## config.mk

```make
export PLATFORM = sky130hd
export DESIGN_NAME = edge_event_unit
export DESIGN_NICKNAME = d
export VERILOG_FILES = /design/src/rtl/edge_event_pkg.sv /design/src/rtl/edge_event_detect.sv /design/src/rtl/edge_event_unit.sv
export SDC_FILE = /design/constraint.sdc
export NUM_CORES = 1
export LEC_CHECK = 0
export CAP_MARGIN = 20
export CORE_UTILIZATION = 50
export CTS_CLUSTER_DIAMETER = 80
export DETAILED_ROUTE_END_ITERATION = 8
export GPL_TIMING_DRIVEN = 0
export MAX_ROUTING_LAYER = met4
export PLACE_DENSITY_LB_ADDON = 0.25
export SYNTH_ARGS = -nofsm -noshare
export SYNTH_HDL_FRONTEND = slang
export SYNTH_HIERARCHICAL = 1
export SYNTH_SLANG_ARGS = --single-unit
export TNS_END_PERCENT = 10
```

## constraint.sdc

```tcl
create_clock -name clk -period 2.4 [get_ports clk]
set_input_delay 0.24 -clock clk [delete_from_list [all_inputs] [get_ports clk]]
set_output_delay 0.24 -clock clk [all_outputs]
set_load 0.02 [all_outputs]
```

## src/rtl/edge_event_pkg.sv

```systemverilog
// Shared types for the edge event unit: edge-mode encoding and FSM states.
// Optional input synchronizer is enabled with EDGE_EVENT_SYNC_EN.
package edge_event_pkg;

  typedef enum logic [1:0] {
    EDGE_OFF = 2'b00,
    EDGE_POS = 2'b01,
    EDGE_NEG = 2'b10,
    EDGE_ANY = 2'b11
  } mode_t;

  typedef logic [1:0] state_t;

  localparam state_t ST_IDLE  = 2'd0;
  localparam state_t ST_ARMED = 2'd1;
  localparam state_t ST_DONE  = 2'd2;

endpackage

```

## src/rtl/edge_event_detect.sv

```systemverilog
// Samples the monitored signal and flags edges of the selected kind.
// EDGE_EVENT_SYNC_EN inserts a 2-flop synchronizer ahead of the sampler.
module edge_event_detect
  import edge_event_pkg::*;
(
  input  logic       clk,
  input  logic       rst,
  input  logic       x_i,
  input  logic [1:0] mode_i,
  output logic       edge_o
);

  logic x_s;
  logic x_q;
  logic seen_q;
  logic rise;
  logic fall;

`ifdef EDGE_EVENT_SYNC_EN
  logic s1_q;
  logic s2_q;

  always_ff @(posedge clk or posedge rst) begin
    if (rst) begin
      s1_q <= 1'b0;
      s2_q <= 1'b0;
    end else begin
      s1_q <= x_i;
      s2_q <= s1_q;
    end
  end

  assign x_s = s2_q;
`else
  assign x_s = x_i;
`endif

  // No compare until one real sample has been taken after reset.
  always_ff @(posedge clk or posedge rst) begin
    if (rst) begin
      x_q    <= 1'b0;
      seen_q <= 1'b0;
    end else begin
      x_q    <= x_s;
      seen_q <= 1'b1;
    end
  end

  assign rise = seen_q & ~x_q & x_s;
  assign fall = seen_q & x_q & ~x_s;

  always_comb begin
    edge_o = 1'b0;
    case (mode_t'(mode_i))
      EDGE_POS: edge_o = rise;
      EDGE_NEG: edge_o = fall;
      EDGE_ANY: edge_o = rise | fall;
      default:  edge_o = 1'b0;
    endcase
  end

endmodule

```

## src/rtl/edge_event_unit.sv

```systemverilog
// Counts qualified edges after an arm request and signals completion.
// EDGE_EVENT_SYNC_EN (see edge_event_detect) adds 2 cycles of edge latency.
module edge_event_unit
  import edge_event_pkg::*;
#(
  parameter int CNT_W = 8
) (
  input  logic             clk,
  input  logic             rst,
  input  logic             x_i,
  input  logic             iff_i,
  input  logic [1:0]       mode_i,
  input  logic [CNT_W-1:0] repeat_i,
  input  logic             arm_i,
  output logic             busy_o,
  output logic             evt_o,
  output logic [CNT_W-1:0] count_o,
  output logic             done_valid_o,
  input  logic             done_ready_i
);

  state_t           state_q;
  state_t           state_d;
  logic [CNT_W-1:0] rem_q;
  logic [CNT_W-1:0] rem_d;
  logic [CNT_W-1:0] cnt_q;
  logic [CNT_W-1:0] cnt_d;
  logic             evt_q;
  logic             evt_d;
  logic             edge_det;
  logic             qual;

  edge_event_detect u_detect (
    .clk    (clk),
    .rst    (rst),
    .x_i    (x_i),
    .mode_i (mode_i),
    .edge_o (edge_det)
  );

  assign qual = edge_det & iff_i & (state_q == ST_ARMED);

  always_comb begin
    state_d = state_q;
    rem_d   = rem_q;
    cnt_d   = cnt_q;
    evt_d   = qual;
    unique case (state_q)
      ST_IDLE: begin
        if (arm_i) begin
          cnt_d   = '0;
          rem_d   = repeat_i;
          state_d = (repeat_i == '0) ? ST_DONE : ST_ARMED;
        end
      end
      ST_ARMED: begin
        if (qual) begin
          cnt_d = (cnt_q == '1) ? cnt_q : cnt_q + 1'b1;
          if (rem_q != '0) begin
            rem_d = rem_q - 1'b1;
          end
          if (rem_q <= 1) begin
            state_d = ST_DONE;
          end
        end
      end
      ST_DONE: begin
        if (done_ready_i) begin
          state_d = ST_IDLE;
        end
      end
      default: state_d = ST_IDLE;
    endcase
  end

  always_ff @(posedge clk or posedge rst) begin
    if (rst) begin
      state_q <= ST_IDLE;
      rem_q   <= '0;
      cnt_q   <= '0;
      evt_q   <= 1'b0;
    end else begin
      state_q <= state_d;
      rem_q   <= rem_d;
      cnt_q   <= cnt_d;
      evt_q   <= evt_d;
    end
  end

  assign busy_o       = (state_q != ST_IDLE);
  assign done_valid_o = (state_q == ST_DONE);
  assign evt_o        = evt_q;
  assign count_o      = cnt_q;

endmodule

```

==> flow_metrics.py <==
metrics = {
    "power_and_ir_drop": {
        "p_per_area_nw_per_um2": 890,
        "vdd_ir_drop_max_mv": 0.801,
        "p_leak_nw": 0.670,
    },
    "setup_path": {
        "regToRegSetupSlack_ps": 410,
        "r2r-start": "rem_q[0]",
        "cp_max_fo": 10,
        "r2r-end": "rem_q[7]",
        "worstPathRequired_ps": 2160,
        "r2r_cells": 7,
        "crit_buf_inv": 2,
        "crit_family": "buffers and inverters",
        "crit_path_end_kind": "output port",
        "worstSetupPathType": "reg2out",
        "startpoint_type": "register",
        "crit_path_top_delay_cell": "clkdlybuf4s50_1",
        "worstPathCellList": "clkbuf_1 > or2_2 > clkdlybuf4s50_1",
        "critPathMaxStageDelay_ps": 590,
        "arrival_ps": 2010,
    },
    "synth": {
        "ys_dominant_reg_cell": "dfrtp_1",
        "synth_edf_count": 0,
        "synth_top_area_share_pct": 40.7,
        "avgSynthCellArea_um2": 9.10,
        "ys_types": 49,
        "yosysWarnings": 6,
        "ys_ff_latch": 21,
        "synthesis.nets": 161,
        "synthMostInstantiatedCell": "dfrtp_1",
        "synthCells": 142,
        "yosys-top-cells-count": "dfrtp_1 (21), nand2_1 (13), a21oi_1 (10)",
        "synthTopCellsByArea": "dfrtp_1 (41%), a21oi_1 (3.9%), nand2_1 (3.8%)",
        "synthArstFlopShare_pct": 100,
        "yosys.area.top_type": "dfrtp_1",
        "synth_area_um2": 1290,
        "seq_area_frac_synth_pct": 40.7,
    },
    "die": {
        "core_um2": 2450,
        "die_x_um": 52.8,
        "die_area_um2": 2790,
        "boundaryPins": 27,
        "rows": 18,
        "die_y_um": 52.8,
        "start_util_pct": 52.7,
    },
    "sta": {
        "timing.final.crit_share_pct": 93.7,
        "worstMarginPinSlew_ps": 726,
        "rsz0062_at_grt": "no",
        "final_hold_viol_count": 0,
        "clock.fmax_ghz": 0.444,
        "setup_viol": 0,
        "skew_ps": 1.39,
        "maxSlewViolCount": 0,
        "slew_headroom_pct": 51.6,
        "min_period_ps": 2250,
        "hold_ws_ps": 96.3,
        "fin_tns_setup_ps": 0,
    },
    "clocking": {
        "clock_latency_ps": 310,
        "h-tree-depth": 1,
        "cts_made_buffers": 3,
        "cts_resized": 0,
        "ctsHoldBuffers": 0,
        "clk_pin_slew_worst_paths_ps": 110,
        "clock_path_buffers": 2,
        "root_buffer": "clkbuf_4",
        "postCtsSetupBuffers": 0,
        "cts_tree": "yes",
        "clock_sinks": 21,
    },
    "routing": {
        "vias": 1229,
        "drt_iter0_drc": 59,
        "detail_route.wl_per_cell_um": 14.7,
        "drt-pass1-iter-count": 4,
        "ant_nets": 0,
        "drcViolationCount": 0,
        "via_per_inst": 6.08,
        "wl_um": 2960,
    },
    "global_route": {
        "grt_pass1_wl_um": 4820,
        "grt_pass1_vias": 1137,
        "grt_start_max_net_pins": 20,
        "overflow": 0,
        "antenna_found_initial": 0,
        "track_usage_pct": 24.6,
    },
    "placed_design": {
        "portBuffers": 26,
        "place_inst": 198,
        "gp_congestion": 0.838,
        "hpwl_um": 2220,
    },
    "layout": {
        "stdcell_count": 202,
        "area_growth_pct": 25.1,
        "drive_gt1_share_pct": 10.5,
        "num_antenna_cells": 0,
        "fin_nets": 192,
    },
    "job": {
        "max-cap-violations": 0,
    },
    "status": {
        "status": "completed",
    },
    "min_path": {
        "min_path_type": "in2async",
    },
}
==> cell type report <==
type | instances | area, µm²
Fill cell | 207 | 838
Clock buffer | 4 | 26.3
Inverter | 7 | 27.5
Buffer | 5 | 35.0
Timing Repair Buffer | 26 | 260
Sequential cell | 21 | 526
Multi-Input combinational cell | 109 | 704
Tap cell | 30 | 37.5
==> sequential cells by signal, summed over array words and instances, names as in the netlist <==
name / flops
count_o: 8
u_detect/x_q: 1
rem_q: 8
u_detect/seen_q: 1
evt_o: 1
state_q: 2
==> power by group <==
group | total [mW] | internal (mW) | switching, mW
sequential | 0.588 | 0.451 | 0.136
clock | 0.175 | 0.0650 | 0.110
combinational | 0.676 | 0.305 | 0.371
total | 1.44 | 0.822 | 0.617
==> logic make-up (layout without fill, tap and decap cells) <==
family | count (synthesis) | after routing | share of synthesized area, %
other cells | 1 | 1 | 0.290
fa+ha+maj | 3 | 3 | 2.90
flops | 21 | 21 | 40.7
simple gates | 60 | 60 | 28.3
buf+inv | 12 | 42 | 4.84
compound gates | 45 | 45 | 23.0
==> through the flow <==
stage	setup slack (ps)	total power [mW]	utilization, %	instance area [µm²]
finish	150	1.44	65.9	1620
global route	20.5	1.56	65.9	1620
CTS	136	1.45	65.9	1620
detailed placement	358	1.27	64.8	1590
global placement	392	1.23	64.8	1590
floorplan	673	1.04	-	1290
==> routing by layer <==
metal	vias to the layer above	share of wire, %	GRT usage (%)
met5	-	0	-
met2	44	47	36.1
met3	7	4.7	2.90
met1	586	46	32.8
met4	0	2.0	13.6
li1	592	-	-
==> cells in the final DEF (no fill, tap or decap), types with 3 or more instances in the layout <==
| master | netlist | routed |
|---|---|---|
| inv_1 | 5 | 5 |
| dfrtp_1 | 21 | 21 |
| o21ai_0 | 5 | 5 |
| nor2_1 | 7 | 7 |
| nand4_1 | 3 | 3 |
| nand2_1 | 13 | 13 |
| clkbuf_4 | 0 | 3 |
| o22ai_1 | 3 | 3 |
| nand3_1 | 7 | 7 |
| nand2b_1 | 5 | 5 |
| nor3_1 | 3 | 3 |
| clkdlybuf4s50_1 | 0 | 26 |
| nor4_1 | 3 | 3 |
| or3_1 | 3 | 3 |
| o211ai_1 | 3 | 3 |
| clkbuf_1 | 2 | 3 |
| a21oi_1 | 10 | 10 |
| a31oi_1 | 3 | 3 |
| o21ai_1 | 8 | 8 |
| ha_1 | 3 | 3 |
==> worst reg2reg max path: cells and delay by family (launching register included) <==
family / cells / cell delay, ps
DFF: 1 / 440
adders and majority gates: 1 / 240
and+or+nand+nor: 1 / 410
buffers and inverters: 2 / 250
AOI/OAI and AO/OA: 3 / 560
==> how the worst max path moves through the flow <==
stage / startpoint / to / depth (start not counted)
after CTS: state_q[0] / busy_o / 3
after detailed placement: x_i / rem_q[7] / 7
after global placement: x_i / count_o[7] / 8
after floorplan: rem_q[0] / rem_q[7] / 7
final: state_q[0] / busy_o / 3
after global routing: state_q[0] / busy_o / 3
(Power assumes the default switching activity.)
